[src/rtl/refresh_counter.sv]
// refresh_counter: DRAM refresh timebase.
// Counts enabled clock cycles on a wide elapsed-cycle counter. It also emits a
// one-cycle refresh_flag pulse every REFRESH_INTERVAL enabled cycles.
// Optional build macro REFRESH_COUNTER_SAT_EN: when it is defined, count
// saturates at all-ones instead of wrapping. The interval counter and
// refresh_flag keep running either way.
module refresh_counter #(
  parameter int width            = 36,
  parameter int REFRESH_INTERVAL = 780
) (
  input  logic             clk,
  input  logic             rst,
  input  logic             en,
  output logic             refresh_flag,
  output logic [width-1:0] count
);

  // Interval counter spans 0..REFRESH_INTERVAL-1.
  localparam int IVL_W = (REFRESH_INTERVAL > 1) ? $clog2(REFRESH_INTERVAL) : 1;
  localparam logic [IVL_W-1:0] IVL_LAST = IVL_W'(REFRESH_INTERVAL - 1);

  // Reject intervals that cannot produce a single-cycle pulse or that the
  // elapsed counter could never reach.
  generate
    if (width < 1 || width > 63) begin : g_bad_width
      $error("refresh_counter: width must be 1..63");
    end
    if (REFRESH_INTERVAL < 2) begin : g_bad_ivl_low
      $error("refresh_counter: REFRESH_INTERVAL must be >= 2");
    end
    if (width < 63 && 64'(REFRESH_INTERVAL) > ((64'd1 << width) - 64'd1)) begin : g_bad_ivl_high
      $error("refresh_counter: REFRESH_INTERVAL must be <= 2^width-1");
    end
  endgenerate

  logic [width-1:0] count_q, count_d;
  logic [IVL_W-1:0] ivl_q, ivl_d;
  logic             flag_q, flag_d;
  logic             ivl_last;

  assign ivl_last = (ivl_q == IVL_LAST);

  // Next-state logic: hold when disabled, and never let a pulse stretch.
  always_comb begin
    count_d = count_q;
    ivl_d   = ivl_q;
    flag_d  = 1'b0;
    if (en) begin
`ifdef REFRESH_COUNTER_SAT_EN
      if (count_q != {width{1'b1}}) begin
        count_d = count_q + width'(1);
      end
`else
      count_d = count_q + width'(1);
`endif
      if (ivl_last) begin
        ivl_d  = '0;
        flag_d = 1'b1;
      end else begin
        ivl_d  = ivl_q + IVL_W'(1);
      end
    end
  end

  // State registers; reset discards any partial interval and overrides en.
  always_ff @(posedge clk) begin
    if (rst) begin
      count_q <= '0;
      ivl_q   <= '0;
      flag_q  <= 1'b0;
    end else begin
      count_q <= count_d;
      ivl_q   <= ivl_d;
      flag_q  <= flag_d;
    end
  end

  assign count        = count_q;
  assign refresh_flag = flag_q;

endmodule

[config.mk]
export PLATFORM = sky130hd
export DESIGN_NAME = refresh_counter
export DESIGN_NICKNAME = d
export VERILOG_FILES = /design/src/rtl/refresh_counter.sv
export SDC_FILE = /design/constraint.sdc
export NUM_CORES = 1
export LEC_CHECK = 0
export ABC_AREA = 1
export CAP_MARGIN = 25
export CORE_UTILIZATION = 29
export DETAILED_ROUTE_END_ITERATION = 12
export PLACE_DENSITY = 0.52
export SLEW_MARGIN = 5
export SYNTH_ARGS = -nofsm -noshare
export SYNTH_HDL_FRONTEND = slang
export SYNTH_SLANG_ARGS = --single-unit
[constraint.sdc]
create_clock -name clk -period 3.6 [get_ports clk]
set_input_delay 0.54 -clock clk [delete_from_list [all_inputs] [get_ports clk]]
set_output_delay 0.54 -clock clk [all_outputs]
set_load 0.01 [all_outputs]
==> results.md <==
* Clock power frac at 0.451
* Die height at roughly 96 um
* Period minus WS final at 2080 ps
* Internal at 814 uW
* Outcome: finished clean
* VDD IR max at approximately 0.17 mV
* Antenna diode count at 0
* CP delay by family, top: buffers and inverters
* IO Count at 40
* Setup crit start kind: input port
* Initial DRC count at between 90 and 100
* CP Capture Type: flop
* Comb power frac at 0.035
* Part of the cycle the worst path needs at 0.579
* Grt ovf at 0
* Mapped Area at 2540 um2
* Via/cell ratio at 4.48
* Max Cap Violations at 0
* CTS Hold Buffers Added at 0
* Total track usage at 0.151
* Switch Pwr at between 200 and 250 uW
* Slew Limit Fails at 0
* Switching share of total power at 0.210
* Final net count at 429
* DRT Pass-1 Iters at 5
* CTS Buf Count at 5
* CP Class: input port to flop
* CTS Sinks at 47
* CTS clk-pin slew, worst paths at 90 ps
* Crit-path max FO at 30
* Fill count at 901
* I/O Buffers at 39
* Buf/Inv on CP at 2
* Final hold violations at 0
* Post-CTS setup buffers at 0
* RSZ-0062 raised after global routing: false
* Min-Delay Path Class: flop to flop
* Finish-stage setup viols at 0
* Maximum clock path buffer count at 2
* Main area contributors after synthesis: dfxtp_1 (37%), nor2_1 (12%), nand2_1 (12%)
* Post-cts resize count at 0
* Synth Instances at 383
* WL/cell at approximately 12 um
* Syn-to-layout area delta at 24.8%
* Synthesis Warnings at 0
* Starting Density at 0.305
* Die Wd at 95.6 um
* # rows at 33
* Final WL at approximately 6400 um
* Max incr delay on CP at 780 ps
* Core Footprint at 8340 um2
* Worst-Margin Slew at 928 ps
* CP Cell Sequence: clkdlybuf4s50_1, inv_1, o21ai_0, a21oi_1
* Leakage at ~0.0011 uW
* Largest net degree at the start of global routing at 31
* Area fraction of the dominant cell type after synthesis at 0.370
* Skew-Pair Late Insertion Delay at 300 ps
* Share of power burned in registers at 0.514
* Max stage delay cell, worst path: inv_1
* Vias after detailed routing at 2,375
* Synthesis-stage register bit count at 47
* Register area share after synthesis at 0.370
* Placer Congestion at 0.798
* Unique cell type count in the Yosys netlist at 28
* DPL Wire Length at 4900 um
* Syn Area/Cell at 6.63 um2
* First-pass GRT wire length at approximately 11,000 um
* Die footprint at slightly above 9000 um2
* Root Buffer Master: clkbuf_8
* Residual DRC at 0
* CTS tree: built
* Layout Skew at 6.12 ps
* Post-synth top area cell: dfxtp_1
* CTS H-tree lvls at 2
* Worst EP required at 3840 ps
* FMAX at 480 MHz
* Setup_tns at 0 ps
* Power per cell area at 325 nW/um2
* Final Hold Slack at 496 ps
* Number of global-route vias before repair at approximately 2,200
* Share of layout cells above drive strength 1 at 0.108
* Slew headroom at 0.380
* Post-DRT Antenna Nets at 0
* Critical Path AT at around 2300 ps
* Post-Syn Nets at ~390
* Initial antenna violation count at 0
power by group through the flow:
stage | clock network (uW) | registers [uW] | logic (uW)
floorplan | 0 | 541 | 24.7
global placement | 0 | 542 | 35.8
detailed placement | 0 | 542 | 35.9
CTS | 477 | 529 | 36.1
global route | 497 | 531 | 41.0
finish | 465 | 530 | 35.7
synthesized netlist by cell type, drive strengths merged:
library cell,instances
nor3b,2
nor2,98
nand4,7
nor3,6
o21ai,10
xnor2,1
a31oi,1
or2,2
o21a,1
nand3,37
ha,2
dfxtp,47
and2,1
buf,4
xor2,4
clkbuf,1
a21oi,25
nand2,91
inv,43
cells in the final DEF, fill, tap and decap left out:
cell type | synthesis | layout
a21oi_1 | 25 | 25
a31oi_1 | 1 | 1
and2_1 | 1 | 1
bufinv_16 | 0 | 2
clkbuf_8 | 0 | 5
clkdlybuf4s50_1 | 0 | 39
clkinvlp_4 | 0 | 1
dfxtp_1 | 47 | 47
ha_1 | 2 | 2
inv_1 | 41 | 41
inv_2 | 2 | 2
nand2_1 | 78 | 78
nand2_2 | 13 | 13
nand3_1 | 34 | 34
nand3_2 | 2 | 2
nand3_4 | 1 | 1
nand4_1 | 7 | 7
nor2_1 | 80 | 80
nor2_2 | 8 | 8
nor2_4 | 10 | 10
nor3_1 | 6 | 6
nor3b_1 | 2 | 2
o21a_1 | 1 | 1
o21ai_0 | 7 | 7
o21ai_1 | 3 | 3
or2_2 | 2 | 2
xnor2_1 | 1 | 1
xor2_1 | 4 | 4
worst paths after layout:
path                            startpoint       end  slack (ps)  cells after the start
worst min-delay path              ivl_q[8]  ivl_q[8]         500                      2
worst min register to register    ivl_q[8]  ivl_q[8]         500                      2
worst max register to register    count[0]  count[4]        1940                      7
worst max-delay path                   rst  count[8]        1520                      4
routing by layer:
| metal | track usage | up-vias | wire length [um] |
|---|---|---|---|
| li1 | - | 1297 | - |
| met3 | 0.0287 | 4 | 209 |
| met4 | 0.0435 | 0 | 48 |
| met2 | 0.248 | 35 | 2930 |
| met5 | 0 | - | 0 |
| met1 | 0.201 | 1039 | 3180 |
flip-flops by register name (all words and copies together), names as in the netlist:
name and count:
count 36, ivl_q 10, refresh_flag 1
final cells by class:
class	instances	area [um2]	area share
multi-input combinational	288	1410	0.445
inverter	43	161	0.0509
tap	105	131	0.0414
timing repair buffer	39	390	0.123
clock buffer	5	68.8	0.0217
sequential	47	941	0.297
clock inverter	3	67.6	0.0213
stage by stage:
step                utilization  cell area (um2)  instances  setup slack, ps  power, uW
finish                    0.380             3170        530             1520       1030
global route              0.380             3170        530             1230       1070
CTS                       0.380             3170        530             1500       1040
detailed placement        0.364             3030        522             1190        577
global placement          0.364             3030        522             1190        577
floorplan                     -             2540        383             2180        566
worst min-delay path, stage by stage (launching register included):
cell and delay (ps):
dfxtp_1 330, nand2_1 70, a21oi_1 50
cells by family after synthesis:
kind of cell / after synthesis / share of synthesized area
AOI/OAI and AO/OA: 37 / 0.0744
xor gates and xnor gates: 5 / 0.0172
adders and majority gates: 2 / 0.00985
buffers and inverters: 48 / 0.0744
DFF: 47 / 0.370
and+or+nand+nor: 244 / 0.454
No activity file was read; power rests on OpenSTA's default activity.
